$ cat config.mk
export PLATFORM = sky130hd
export DESIGN_NAME = placar_pontuacao
export DESIGN_NICKNAME = d
export VERILOG_FILES = /design/src/rtl/placar_pkg.sv /design/src/rtl/placar_pontuacao_btn_sync_edge.sv /design/src/rtl/placar_pontuacao.sv
export SDC_FILE = /design/constraint.sdc
export NUM_CORES = 1
export LEC_CHECK = 0
export BUFFER_PORTS_ARGS = -buffer_cell sky130_fd_sc_hd__buf_2
export CORE_ASPECT_RATIO = 1.1
export CORE_MARGIN = 1.5
export CORE_UTILIZATION = 50
export DETAILED_ROUTE_END_ITERATION = 8
export GPL_ROUTABILITY_DRIVEN = 0
export GPL_TIMING_DRIVEN = 0
export PLACE_DENSITY_LB_ADDON = 0.05
export SLEW_MARGIN = 40
export SYNTH_ARGS = -nofsm -noshare
export SYNTH_HDL_FRONTEND = slang
export SYNTH_SLANG_ARGS = --single-unit
export TNS_END_PERCENT = 1
$ cat constraint.sdc
create_clock -name clk -period 3.3 [get_ports clk]
set_input_delay 0 -clock clk [delete_from_list [all_inputs] [get_ports clk]]
set_output_delay 0 -clock clk [all_outputs]
set_load 0.05 [all_outputs]
$ cat src/rtl/placar_pkg.sv
// Shared types and constants for the placar_pontuacao scoreboard core.
// Holds the FSM state encoding, per-button point values and a helper
// that resolves simultaneous button edges to a single point value.
package placar_pkg;

  typedef enum logic [1:0] {
    IDLE     = 2'd0,
    APPLY    = 2'd1,
    ALARM    = 2'd2,
    WAIT_REL = 2'd3
  } placar_state_t;

  localparam int PTS_W = 2;

  localparam logic [PTS_W-1:0] PTS_A = 2'd1;
  localparam logic [PTS_W-1:0] PTS_B = 2'd2;
  localparam logic [PTS_W-1:0] PTS_C = 2'd3;

  // Coincident edges resolve to the most valuable button (C > B > A).
  function automatic logic [PTS_W-1:0] sel_points(input logic c,
                                                  input logic b,
                                                  input logic a);
    logic [PTS_W-1:0] p;
    p = '0;
    if (c)      p = PTS_C;
    else if (b) p = PTS_B;
    else if (a) p = PTS_A;
    return p;
  endfunction

endpackage

$ cat src/rtl/placar_pontuacao_btn_sync_edge.sv
// btn_sync_edge: 2-flop synchroniser plus registered rising-edge detector.
// Latency: input sampled at edge 0, rise pulse registered at edge 2 (one cycle).
// No backpressure: a held button produces exactly one rise pulse.
// Ports: clk, rst_n (async active-low), btn (raw async input),
//        level (synchronised level), rise (one-cycle edge pulse).
module btn_sync_edge (
  input  logic clk,
  input  logic rst_n,
  input  logic btn,
  output logic level,
  output logic rise
);

  logic meta_q;
  logic sync_q;
  logic prev_q;

  always_ff @(posedge clk or negedge rst_n) begin
    if (!rst_n) begin
      meta_q <= 1'b0;
      sync_q <= 1'b0;
      prev_q <= 1'b0;
      rise   <= 1'b0;
    end else begin
      meta_q <= btn;
      sync_q <= meta_q;
      prev_q <= sync_q;
      rise   <= sync_q & ~prev_q;
    end
  end

  assign level = sync_q;

endmodule

$ cat src/rtl/placar_pontuacao.sv
// placar_pontuacao: per-team basketball score registers driven by 1/2/3-point buttons.
// Latency: button first sampled at edge 0, score/upd_valid or buzzer/led update at edge 4.
// No backpressure: button edges arriving while an operation is in flight are dropped.
// Ports: clk, rst_n (async active-low), btn_a/btn_b/btn_c (raw buttons), sub (1=subtract),
//        team_sel (target team), clear (sync clear), scores (packed per team),
//        upd_valid (score-change pulse), buzzer (timed reject pulse), led (latched error).
// Build option: define PLACAR_SATURATE_EN to clamp overflowing adds at max instead of rejecting.
module placar_pontuacao
  import placar_pkg::*;
#(
  parameter  int SCORE_W     = 7,
  parameter  int N_TEAMS     = 2,
  parameter  int BUZZ_CYCLES = 25_000_000,
  localparam int TEAM_W      = (N_TEAMS > 1) ? $clog2(N_TEAMS) : 1
) (
  input  logic                       clk,
  input  logic                       rst_n,
  input  logic                       btn_a,
  input  logic                       btn_b,
  input  logic                       btn_c,
  input  logic                       sub,
  input  logic [TEAM_W-1:0]          team_sel,
  input  logic                       clear,
  output logic [N_TEAMS*SCORE_W-1:0] scores,
  output logic                       upd_valid,
  output logic                       buzzer,
  output logic                       led
);

  localparam int CNT_W = (BUZZ_CYCLES > 1) ? $clog2(BUZZ_CYCLES) : 1;
  // Counter is loaded at the reject edge and buzzer drops when it has
  // drained to zero, giving exactly BUZZ_CYCLES high cycles.
  localparam logic [CNT_W-1:0] CNT_INIT = CNT_W'(BUZZ_CYCLES - 1);

  // ---------------- button conditioning ----------------
  logic lvl_a, lvl_b, lvl_c;
  logic rise_a, rise_b, rise_c;

  btn_sync_edge u_sync_a (.clk(clk), .rst_n(rst_n), .btn(btn_a), .level(lvl_a), .rise(rise_a));
  btn_sync_edge u_sync_b (.clk(clk), .rst_n(rst_n), .btn(btn_b), .level(lvl_b), .rise(rise_b));
  btn_sync_edge u_sync_c (.clk(clk), .rst_n(rst_n), .btn(btn_c), .level(lvl_c), .rise(rise_c));

  logic any_rise;
  logic any_level;
  assign any_rise  = rise_a | rise_b | rise_c;
  assign any_level = lvl_a | lvl_b | lvl_c;

  // ---------------- state ----------------
  placar_state_t      state_q;
  logic [SCORE_W-1:0] score_q [N_TEAMS];
  logic [PTS_W-1:0]   pts_q;
  logic               sub_q;
  logic [TEAM_W-1:0]  team_q;
  logic [CNT_W-1:0]   cnt_q;

  // ---------------- operation evaluation ----------------
  logic               team_ok;
  logic [SCORE_W-1:0] cur_score;
  logic [SCORE_W:0]   cur_ext;
  logic [SCORE_W:0]   pts_ext;
  logic [SCORE_W:0]   sum_ext;
  logic [SCORE_W:0]   diff_ext;
  logic               underflow;
  logic               overflow;
  logic               reject;
  logic [SCORE_W-1:0] new_score;

  // Out-of-range team selections never match, so team_ok doubles as the range check.
  always_comb begin
    team_ok   = 1'b0;
    cur_score = '0;
    for (int i = 0; i < N_TEAMS; i++) begin
      if (team_q == TEAM_W'(i)) begin
        team_ok   = 1'b1;
        cur_score = score_q[i];
      end
    end
  end

  // One extra bit of headroom exposes the add carry and keeps the subtract compare unsigned-safe.
  assign cur_ext   = {1'b0, cur_score};
  assign pts_ext   = {{(SCORE_W + 1 - PTS_W){1'b0}}, pts_q};
  assign sum_ext   = cur_ext + pts_ext;
  assign diff_ext  = cur_ext - pts_ext;
  assign underflow = pts_ext > cur_ext;
  assign overflow  = sum_ext[SCORE_W];

  always_comb begin
    reject    = !team_ok || (sub_q && underflow);
    new_score = sub_q ? diff_ext[SCORE_W-1:0] : sum_ext[SCORE_W-1:0];
`ifdef PLACAR_SATURATE_EN
    if (!sub_q && overflow) begin
      new_score = '1;
    end
`else
    if (!sub_q && overflow) begin
      reject = 1'b1;
    end
`endif
  end

  // ---------------- control FSM ----------------
  always_ff @(posedge clk or negedge rst_n) begin
    if (!rst_n) begin
      state_q   <= IDLE;
      pts_q     <= '0;
      sub_q     <= 1'b0;
      team_q    <= '0;
      cnt_q     <= '0;
      upd_valid <= 1'b0;
      buzzer    <= 1'b0;
      led       <= 1'b0;
      for (int i = 0; i < N_TEAMS; i++) begin
        score_q[i] <= '0;
      end
    end else begin
      upd_valid <= 1'b0;
      if (clear) begin
        state_q <= IDLE;
        cnt_q   <= '0;
        buzzer  <= 1'b0;
        led     <= 1'b0;
        for (int i = 0; i < N_TEAMS; i++) begin
          score_q[i] <= '0;
        end
      end else begin
        case (state_q)
          IDLE: begin
            if (any_rise) begin
              pts_q   <= sel_points(rise_c, rise_b, rise_a);
              sub_q   <= sub;
              team_q  <= team_sel;
              state_q <= APPLY;
            end
          end
          APPLY: begin
            if (reject) begin
              buzzer  <= 1'b1;
              led     <= 1'b1;
              cnt_q   <= CNT_INIT;
              state_q <= ALARM;
            end else begin
              for (int i = 0; i < N_TEAMS; i++) begin
                if (team_q == TEAM_W'(i)) begin
                  score_q[i] <= new_score;
                end
              end
              upd_valid <= 1'b1;
              led       <= 1'b0;
              state_q   <= WAIT_REL;
            end
          end
          ALARM: begin
            if (cnt_q == '0) begin
              buzzer  <= 1'b0;
              state_q <= WAIT_REL;
            end else begin
              cnt_q <= cnt_q - 1'b1;
            end
          end
          WAIT_REL: begin
            if (!any_level) begin
              state_q <= IDLE;
            end
          end
          default: state_q <= IDLE;
        endcase
      end
    end
  end

  always_comb begin
    scores = '0;
    for (int i = 0; i < N_TEAMS; i++) begin
      scores[i*SCORE_W +: SCORE_W] = score_q[i];
    end
  end

endmodule
After elaboration in Yosys (flattened, before gate mapping) --
Cells that the tools add are included.
Word-level totals: word-level logic and storage cells 92, register bits 60, output and inout bits 17
Cells by class: order comparisons 1, equal/unequal tests 10, $add $sub $neg 3, multiplexer cells 31, bitwise logic cells 11, reductions and logical operators 14
Operators with widths (number):
- $mux 25 | 3
- $pmux 25 s2 | 1
- $mux 14 | 3
- $mux 7 | 4
- $logic_not 25->1 | 1
- $sub 25x1->25 const B | 1
- $reduce_and 3->1 | 6
- $ne 3x3->1 const B | 5
- $mux 1 | 12
- $mux 2 | 6
- $add 7x2->8 | 1
- $pmux 2 s4 | 1
- $gt 2x7->1 | 1
- $sub 7x2->7 | 1
- $eq 2x2->1 const B | 2
- $ne 2x2->1 const B | 2
- $not 1->1 | 4
- $or 1x1->1 | 4
- $reduce_bool 2->1 | 2
- $and 1x1->1 | 3
- $reduce_bool 3->1 | 1
- $eq 2x1->1 const B | 1
- $logic_and 1x1->1 | 2
- $logic_not 2->1 | 1
- 2 further kinds | 2

Logic depth before layout (Yosys ltp) --
Gate-level depths: netlist (run 1).
depth in word-level cells 7, mapped depth 12

Modules after synthesis --
Synthesis (run 1) repeated with hierarchy kept, for this count alone.
Second synthesis, totals: cell total of the unflattened synthesis 366, area, all modules 3493.4 µm²
By module, submodules not included:
- placar_pontuacao | seq. area each 1201.2 µm², cells an instance 351, times used 1, area each 3151.8 µm²
- btn_sync_edge | seq. area each 100.1 µm², cells an instance 5, times used 3, area each 113.9 µm²

Worst setup path before layout (run 1) --
OpenSTA, ideal clock, no wires.
path kind flip-flop to flip-flop, from register team_q, to register cnt_q[14], data arrival time 2.970 ns, required time 3.193 ns, cell stages (with the launch flop) 11, setup time 0.107 ns, setup slack 0.223 ns, cell sequence dfrtp_1 buf_4 clkbuf_1 mux2_2 ha_1 nand2b_1 a211oi_2 o211ai_4 a211o_1 buf_6 a2111oi_4
Between the ends: word-level cells in the longest chain between the ends 6
Ends and longest elaborated chain:
- start: declaration | line placar_pontuacao.sv:53 | logic [TEAM_W-1:0] team_q;
- start signal: assignment | line placar_pontuacao.sv:132 | team_q <= team_sel;
- $mux 7 (*) | line placar_pontuacao.sv:73 | if (team_q == TEAM_W'(i)) begin
- $add 7x2->8 / $gt 2x7->1 (equally long branches) | line placar_pontuacao.sv:83, placar_pontuacao.sv:85
- $logic_and 1x1->1 (on tied branches) | line placar_pontuacao.sv:96, placar_pontuacao.sv:89
- $mux 1 (*) | line placar_pontuacao.sv:96 | if (!sub_q && overflow) begin
- $ne 3x3->1 (no line) (*)
- $reduce_and 3->1 (no line) (*)
- end signal: assignment | line placar_pontuacao.sv:158 | cnt_q <= cnt_q - 1'b1;
- end: declaration | line placar_pontuacao.sv:54 | logic [CNT_W-1:0] cnt_q;
Mark *: on every way between the ends. The rest lies on a longest branch, timed or not. A chain may end at the register's enable or synchronous reset.

Worst setup path after layout (run 1) --
from register team_q, to register cnt_q[1]
Same word-level chain as after synthesis.

==> impl_metrics.xml, run 1 <==
<?xml version="1.0" encoding="UTF-8"?>
<metrics>
  <group name="outcome">
    <metric name="run_status" unit="">finished, final reports clean</metric>
  </group>
  <group name="cells_and_area">
    <metric name="post-route-util" unit="">0.590</metric>
    <metric name="post_route_cells_drive_above_1_share" unit="">0.192</metric>
    <metric name="num_antenna_cells" unit="">0</metric>
    <metric name="fillCellCount" unit="">659</metric>
    <metric name="fin_nets" unit="">458</metric>
    <metric name="layout.area.seq" unit="sq um">1500</metric>
    <metric name="area_of_combinational_cells_with_multiple_inputs" unit="sq um">2170</metric>
    <metric name="area_delta_synth_final" unit="%">13.6</metric>
  </group>
  <group name="yosys">
    <metric name="synthCells" unit="">398</metric>
    <metric name="synth.net_count" unit="">419</metric>
    <metric name="ys.warnings.count" unit="">0</metric>
    <metric name="synth_top_area_share" unit="">0.387</metric>
    <metric name="synth.yosys.seq_area_share" unit="">0.387</metric>
    <metric name="postSynth.asyncResetShare" unit="">1.00</metric>
    <metric name="synth_ff_type" unit="">dfrtp_1</metric>
    <metric name="postSynthAreaPerCell" unit="sq um">9.75</metric>
    <metric name="netlist_top_cells_area" unit="">dfrtp_1, ha_1, a211oi_1</metric>
    <metric name="synth_area_leader_cell" unit="">dfrtp_1</metric>
    <metric name="synth-edff-count" unit="">0</metric>
    <metric name="yosys_register_bits" unit="">60</metric>
    <metric name="synthDistinctLibCells" unit="">72</metric>
    <metric name="syn_area" unit="sq um">3880</metric>
  </group>
  <group name="timing">
    <metric name="finalSetupViolCount" unit="">0</metric>
    <metric name="skew" unit="ns">0.00920</metric>
    <metric name="timing.hold.ws" unit="ns">0.174</metric>
    <metric name="max_slew.worst_pin.slew" unit="ns">0.775</metric>
    <metric name="max_slew_headroom_at_the_worst_pin" unit="">0.478</metric>
    <metric name="final_min_period_over_clock_period" unit="">0.940</metric>
    <metric name="report.final.slew_viol_count" unit="">0</metric>
    <metric name="timing_hold_violations_final" unit="">0</metric>
    <metric name="fmax" unit="MHz">322</metric>
    <metric name="finalWorstPathRequiredPeriod" unit="ns">3.10</metric>
    <metric name="grt_setup_unrepaired" unit="">no</metric>
  </group>
  <group name="pwr">
    <metric name="switching_share" unit="">0.513</metric>
    <metric name="power.leakage" unit="nW">1.87</metric>
    <metric name="fraction_of_power_consumed_by_the_clock_network" unit="">0.159</metric>
    <metric name="powerDensity" unit="nW/um^2">1010</metric>
    <metric name="share_comb_of_total_power" unit="">0.581</metric>
    <metric name="power.ir.vdd_worst" unit="mV">0.485</metric>
    <metric name="power.share.sequential" unit="">0.260</metric>
    <metric name="report.power.total" unit="mW">4.47</metric>
    <metric name="p_switching" unit="mW">2.29</metric>
    <metric name="cell_internal_pwr" unit="mW">2.18</metric>
  </group>
  <group name="critical_path">
    <metric name="worst-setup-path-type" unit="">register to register</metric>
    <metric name="data_arrival_time_of_the_worst_path" unit="ns">3.36</metric>
    <metric name="critical_path.startpoint_type" unit="">register</metric>
    <metric name="worst-path-max-fanout" unit="">15</metric>
    <metric name="critical_path_required" unit="ns">3.56</metric>
    <metric name="worstSetupEndpointType" unit="">register</metric>
  </group>
  <group name="clocking">
    <metric name="cts_inserted_buffers" unit="">9</metric>
    <metric name="cts_post_setup_buffers_inserted" unit="">0</metric>
    <metric name="clock-sinks" unit="">60</metric>
    <metric name="clock_path_buffers" unit="">2</metric>
    <metric name="clk-insertion-delay-late" unit="ns">0.36</metric>
    <metric name="clkTransAtPathRegs" unit="ns">0.08</metric>
    <metric name="clock_tree_from_tritoncts" unit="">built</metric>
    <metric name="cts.htree.levels" unit="">3</metric>
    <metric name="cts_root_buf" unit="">clkbuf_8</metric>
  </group>
  <group name="drt">
    <metric name="via_count_normalized_by_instance_count" unit="">6.26</metric>
    <metric name="detailed_route_via_count" unit="">3425</metric>
    <metric name="antenna_violating_nets_post_route" unit="">0</metric>
    <metric name="detail_route.iter0.violations" unit="">194</metric>
    <metric name="drc_markers" unit="">0</metric>
    <metric name="wire_per_inst" unit="microns">18.6</metric>
    <metric name="dr.pass1.iters" unit="">5</metric>
    <metric name="drt_wl_total" unit="microns">10200</metric>
  </group>
  <group name="die">
    <metric name="area_of_the_core" unit="sq um">7470</metric>
    <metric name="dieHeight" unit="microns">95.4</metric>
    <metric name="chipWidth" unit="microns">87.0</metric>
    <metric name="full_die_area" unit="sq um">8300</metric>
    <metric name="initial_core_util" unit="">0.520</metric>
    <metric name="rows" unit="">33</metric>
    <metric name="io_pins" unit="">25</metric>
  </group>
  <group name="min_path">
    <metric name="holdCritPathClass" unit="">input pin to async pin</metric>
  </group>
  <group name="global_routing">
    <metric name="grt_start_max_net_pins" unit="">61</metric>
    <metric name="globalRouteOverflowTotal" unit="">0</metric>
    <metric name="grt_pass1_vias" unit="">3217</metric>
    <metric name="antenna_found_initial" unit="">0</metric>
    <metric name="global_route.usage.total" unit="">0.268</metric>
    <metric name="first_pass_grt_wire_length" unit="microns">16700</metric>
  </group>
  <group name="job">
    <metric name="drv_cap" unit="">0</metric>
  </group>
  <group name="placement">
    <metric name="portBuffers" unit="">23</metric>
    <metric name="post-dp-hpwl" unit="microns">7080</metric>
  </group>
</metrics>
-- state kept, by name, summed over array words and instances (netlist names), 2 cells and up --
signal   flops
pts_q        2
cnt_q       25
scores      14
state_q      2
-- worst max-delay path, stage by stage, from the launching register on --
cell and delay, ns:
dfrtp_1 0.33, buf_4 0.24, mux2_2 0.42, ha_1 0.31, nand2b_1 0.06, and4b_1 0.18, clkbuf_2 0.16, o211ai_4 0.30
buf_6 0.20, buf_2 0.27, nand2_2 0.19, a221oi_1 0.33
-- cell usage after synthesis, drive strengths merged, types with 12 or more instances --
cell    count
nor2       31
inv        23
buf        12
a211oi     19
nand3      13
nor2b      12
dfrtp      60
nand2      21
o21ai      14
clkbuf     16
nor3       17
mux2i      13
-- cell families after synthesis --
logic type | after synthesis | share of synthesized area
AO/OA/AOI/OAI | 109 | 0.241
XOR/XNOR | 1 | 0.00226
adder cells (fa/ha/maj) | 13 | 0.0458
buffers and inverters | 51 | 0.0567
flip-flops | 60 | 0.387
multiplexers | 23 | 0.0693
AND/OR/NAND/NOR | 141 | 0.199
-- cell usage in the layout, fill, tap and decap left out, types with 7 or more instances in the layout --
cell type  instances
inv_1             22
clkbuf_1          14
dfrtp_1           60
nand3_1           13
mux2_2             8
nor4_1             9
o21ai_0           11
buf_2             29
nor3_1            17
o31ai_1            7
a211oi_1          18
clkbuf_8           9
a21oi_1           10
ha_1              11
nor2_1            29
and2_1             7
mux2i_1           12
nand2_1           20
nor2b_1           12
-- final timing paths --
path | cells past startpoint | slack, ns | end | start
min in group clk | 3 | 0.21 | scores[11] | clear
worst min register to register | 0 | 0.35 | u_sync_a.level | u_sync_a.meta_q
worst min-delay path | 2 | 0.17 | team_q | rst_n
worst max-delay path | 11 | 0.20 | cnt_q[1] | team_q
max in group asynchronous | 2 | 2.72 | cnt_q[2] | rst_n
worst max register to register | 11 | 0.20 | cnt_q[1] | team_q
-- what timing repair did --
| item | in CTS | in global routing |
|---|---|---|
| cloned | 0 | 0 |
| endpoints found under the hold margin | 65 | 0 |
| gates resized for setup | 0 | 1 |
| endpoints found under the setup margin | 37 | 3 |
| hold buffers | 6 | 0 |
| pin swaps | 0 | 0 |
-- final cells by class --
class                           count  area share
Multi-Input combinational cell    287       0.493
Sequential cell                    60       0.340
Timing Repair Buffer               29      0.0411
Tap cell                          105      0.0298
Buffer                             27      0.0295
Clock buffer                        9      0.0281
Inverter                           23      0.0196
Clock inverter                      7      0.0184
-- routing by layer --
metal  track usage  vias up  wire (microns)  share of wire
met5             0        -               0              0
li1              -     1603               -              -
met3        0.0537       15             549          0.054
met2         0.417      123            4670           0.46
met4        0.0793        0             187          0.018
met1         0.379     1684            4790           0.47
-- per-stage QoR --
stage	setup WS (ns)	std cells	area (sq um)	setup TNS [ns]
after floorplan	0.223	398	3880	0
after global placement	-0.196	526	4130	-3.96
after detailed placement	-0.210	526	4130	-4.95
after CTS	0.182	547	4390	0
after global routing	0.0346	547	4410	0
final	0.197	547	4410	0
-- power by group through the flow --
stage | sequential, mW | combinational (mW) | clock, mW
2_1_floorplan | 1.28 | 1.79 | 0
3_3_place_gp | 1.16 | 2.51 | 0
3_5_place_dp | 1.16 | 2.54 | 0
4_1_cts | 1.15 | 2.55 | 0.723
5_1_grt | 1.19 | 2.85 | 0.754
6_report | 1.16 | 2.59 | 0.709
Note: power is estimated with default switching activity, not from simulation.
==> run 2, diff against run 1 <==
--- a/config.mk
+++ b/config.mk
@@ -13,6 +13,7 @@
 export GPL_ROUTABILITY_DRIVEN = 0
 export GPL_TIMING_DRIVEN = 0
 export PLACE_DENSITY_LB_ADDON = 0.05
+export RECOVER_POWER = 100
 export SLEW_MARGIN = 40
 export SYNTH_ARGS = -nofsm -noshare
 export SYNTH_HDL_FRONTEND = slang
==> run 2 against run 1 <==
Effect of this change:
- non-clock buffer count did not move
- routed wire length rose by 1.1%
- the flow now finishes with violations (max-capacitance violations, max-slew violations)
- setup slack got worse by 0.012 ns
- worst hold slack improved by 0.027 ns
- global-route usage did not move
- critical endpoint is now cnt_q[2]
- critical path depth fell by 2
==> impl_metrics.xml, run 2 (synthesis gave the netlist of run 1 again) <==
<?xml version="1.0" encoding="UTF-8"?>
<metrics>
  <group name="cells_and_area">
    <metric name="post_route_cells_drive_above_1_share" unit="">0.152</metric>
    <metric name="mostFrequentLayoutCell" unit="">dfrtp_1</metric>
    <metric name="post-route-util" unit="">0.584</metric>
    <metric name="num_antenna_cells" unit="">0</metric>
    <metric name="fillCellCount" unit="">672</metric>
    <metric name="layout_common_cells" unit="">dfrtp_1, clkbuf_1, nor2_1</metric>
    <metric name="fin_nets" unit="">458</metric>
    <metric name="largest_register_ffs" unit="">25</metric>
    <metric name="regMostFlops" unit="">cnt_q</metric>
    <metric name="layout.area.seq" unit="sq um">1500</metric>
    <metric name="area_of_combinational_cells_with_multiple_inputs" unit="sq um">2160</metric>
    <metric name="area_delta_synth_final" unit="%">12.4</metric>
    <metric name="non_filler_cells_final" unit="">547</metric>
    <metric name="design_area" unit="sq um">4370</metric>
  </group>
  <group name="clocking">
    <metric name="cts.htree.levels" unit="">3</metric>
    <metric name="clk-insertion-delay-late" unit="ns">0.37</metric>
    <metric name="clock_tree_from_tritoncts" unit="">built</metric>
    <metric name="cts_post_setup_buffers_inserted" unit="">0</metric>
    <metric name="cts_inserted_buffers" unit="">9</metric>
    <metric name="clock-sinks" unit="">60</metric>
    <metric name="cts_root_buf" unit="">clkbuf_8</metric>
    <metric name="clkTransAtPathRegs" unit="ns">0.08</metric>
    <metric name="clock_path_buffers" unit="">2</metric>
  </group>
  <group name="pwr">
    <metric name="fraction_of_power_consumed_by_the_clock_network" unit="">0.160</metric>
    <metric name="power.ir.vdd_worst" unit="mV">0.478</metric>
    <metric name="p_switching" unit="mW">2.30</metric>
    <metric name="power.share.sequential" unit="">0.263</metric>
    <metric name="power.leakage" unit="nW">1.79</metric>
    <metric name="cell_internal_pwr" unit="mW">2.15</metric>
    <metric name="powerDensity" unit="nW/um^2">1020</metric>
    <metric name="switching_share" unit="">0.517</metric>
    <metric name="share_comb_of_total_power" unit="">0.577</metric>
  </group>
  <group name="timing">
    <metric name="worst_slack" unit="ns">0.185</metric>
    <metric name="final_min_period_over_clock_period" unit="">0.944</metric>
    <metric name="timing_hold_violations_final" unit="">0</metric>
    <metric name="report.final.slew_viol_count" unit="">61</metric>
    <metric name="finalWorstPathRequiredPeriod" unit="ns">3.11</metric>
    <metric name="finalSetupViolCount" unit="">0</metric>
    <metric name="skew" unit="ns">0.0106</metric>
    <metric name="fmax" unit="MHz">321</metric>
    <metric name="grt_setup_unrepaired" unit="">no</metric>
    <metric name="max_slew.worst_pin.slew" unit="ns">1.52</metric>
    <metric name="max_slew_headroom_at_the_worst_pin" unit="">-0.0132</metric>
  </group>
  <group name="critical_path">
    <metric name="crit_chain" unit="">buf_4, mux2_2, ha_1, nand2b_1, a211oi_4, o211ai_4, a211o_1, clkbuf_2, a2111oi_4</metric>
    <metric name="data_arrival_time_of_the_worst_path" unit="ns">3.38</metric>
    <metric name="worstSetupEndpointType" unit="">register</metric>
    <metric name="worst-path-max-fanout" unit="">15</metric>
    <metric name="cp_slowest_cell" unit="">mux2_2</metric>
    <metric name="worst-setup-path-type" unit="">register to register</metric>
    <metric name="critical_path.startpoint_type" unit="">register</metric>
    <metric name="critical_path_required" unit="ns">3.56</metric>
    <metric name="cpPeakStageDelay" unit="ns">0.42</metric>
  </group>
  <group name="die">
    <metric name="rows" unit="">33</metric>
    <metric name="io_pins" unit="">25</metric>
    <metric name="dieHeight" unit="microns">95.4</metric>
    <metric name="area_of_the_core" unit="sq um">7470</metric>
    <metric name="initial_core_util" unit="">0.520</metric>
    <metric name="full_die_area" unit="sq um">8300</metric>
    <metric name="chipWidth" unit="microns">87.0</metric>
  </group>
  <group name="drt">
    <metric name="drc_markers" unit="">0</metric>
    <metric name="detailed_route_via_count" unit="">3417</metric>
    <metric name="via_count_normalized_by_instance_count" unit="">6.25</metric>
    <metric name="detail_route.iter0.violations" unit="">240</metric>
    <metric name="antenna_violating_nets_post_route" unit="">0</metric>
    <metric name="dr.pass1.iters" unit="">5</metric>
    <metric name="wire_per_inst" unit="microns">18.8</metric>
    <metric name="drt_wl_total" unit="microns">10300</metric>
  </group>
  <group name="outcome">
    <metric name="violations_in_the_final_reports" unit="">max-capacitance violations, max-slew violations</metric>
    <metric name="run_status" unit="">finished, violations left</metric>
  </group>
  <group name="min_path">
    <metric name="holdCritPathClass" unit="">input pin to register</metric>
  </group>
  <group name="placement">
    <metric name="numPlacedInstances" unit="">526</metric>
    <metric name="preCtsSetupSlack" unit="ns">-0.210</metric>
    <metric name="post-dp-hpwl" unit="microns">7080</metric>
    <metric name="portBuffers" unit="">23</metric>
    <metric name="place_area" unit="sq um">4130</metric>
  </group>
  <group name="global_routing">
    <metric name="global_route.usage.total" unit="">0.268</metric>
    <metric name="first_pass_grt_wire_length" unit="microns">16700</metric>
    <metric name="grt_start_max_net_pins" unit="">61</metric>
    <metric name="antenna_found_initial" unit="">0</metric>
    <metric name="grt_pass1_vias" unit="">3217</metric>
    <metric name="globalRouteOverflowTotal" unit="">0</metric>
  </group>
  <group name="job">
    <metric name="drv_cap" unit="">1</metric>
  </group>
</metrics>
[run 2: power by group through the flow]
stage,sequential [mW],clock [mW],combinational [mW]
floorplan,1.28,0,1.79
global placement,1.16,0,2.51
detailed placement,1.16,0,2.54
CTS,1.15,0.723,2.55
global route,1.19,0.754,2.82
finish,1.17,0.711,2.56
[run 2: metrics by stage]
step / hold WS [ns] / power (mW) / setup TNS, ns
3_3_place_gp: 0.109 / 3.66 / -3.96
5_1_grt: 0.261 / 4.76 / 0
4_1_cts: 0.215 / 4.42 / 0
3_5_place_dp: 0.109 / 3.70 / -4.95
2_1_floorplan: -0.296 / 3.07 / 0
6_report: 0.202 / 4.44 / 0
[run 2: final timing paths]
kind                                  from             end  slack [ns]  depth (start not counted)
max                                 team_q        cnt_q[2]        0.19                          9
min in group asynchronous            rst_n          team_q        0.54                          2
max in group asynchronous            rst_n   u_sync_a.rise        1.83                          2
max reg2reg                         team_q        cnt_q[2]        0.19                          9
min                                  clear      scores[11]        0.20                          3
min reg2reg                u_sync_a.meta_q  u_sync_a.level        0.35                          0
[run 2: area by class of cell]
cell class | instances | area share
buffer | 27 | 0.0284
inverter | 23 | 0.0198
sequential | 60 | 0.344
timing repair buffer | 29 | 0.0353
clock inverter | 7 | 0.0186
multi-input combinational | 287 | 0.496
tap | 105 | 0.0301
clock buffer | 9 | 0.0284
[run 2: layer usage]
layer | track usage | share of wire
met1 | 0.379 | 0.48
met2 | 0.417 | 0.46
met3 | 0.0537 | 0.052
met4 | 0.0793 | 0.012
met5 | 0 | 0
[run 2: worst max-delay path: cells and delay by family (launching register included)]
family	cells	cell delay [ns]
AO/OA/AOI/OAI	4	1.28
buffers and inverters	2	0.48
multiplexers	1	0.42
flip-flops	1	0.33
adder cells (fa/ha/maj)	1	0.30
AND/OR/NAND/NOR	1	0.19
[run 2: repair_timing]
| item | 4_1_cts | 5_1_grt |
|---|---|---|
| hold buffers | 6 | 0 |
| gates resized for setup | 0 | 1 |
| endpoints found under the hold margin | 65 | 0 |
| endpoints found under the setup margin | 37 | 3 |
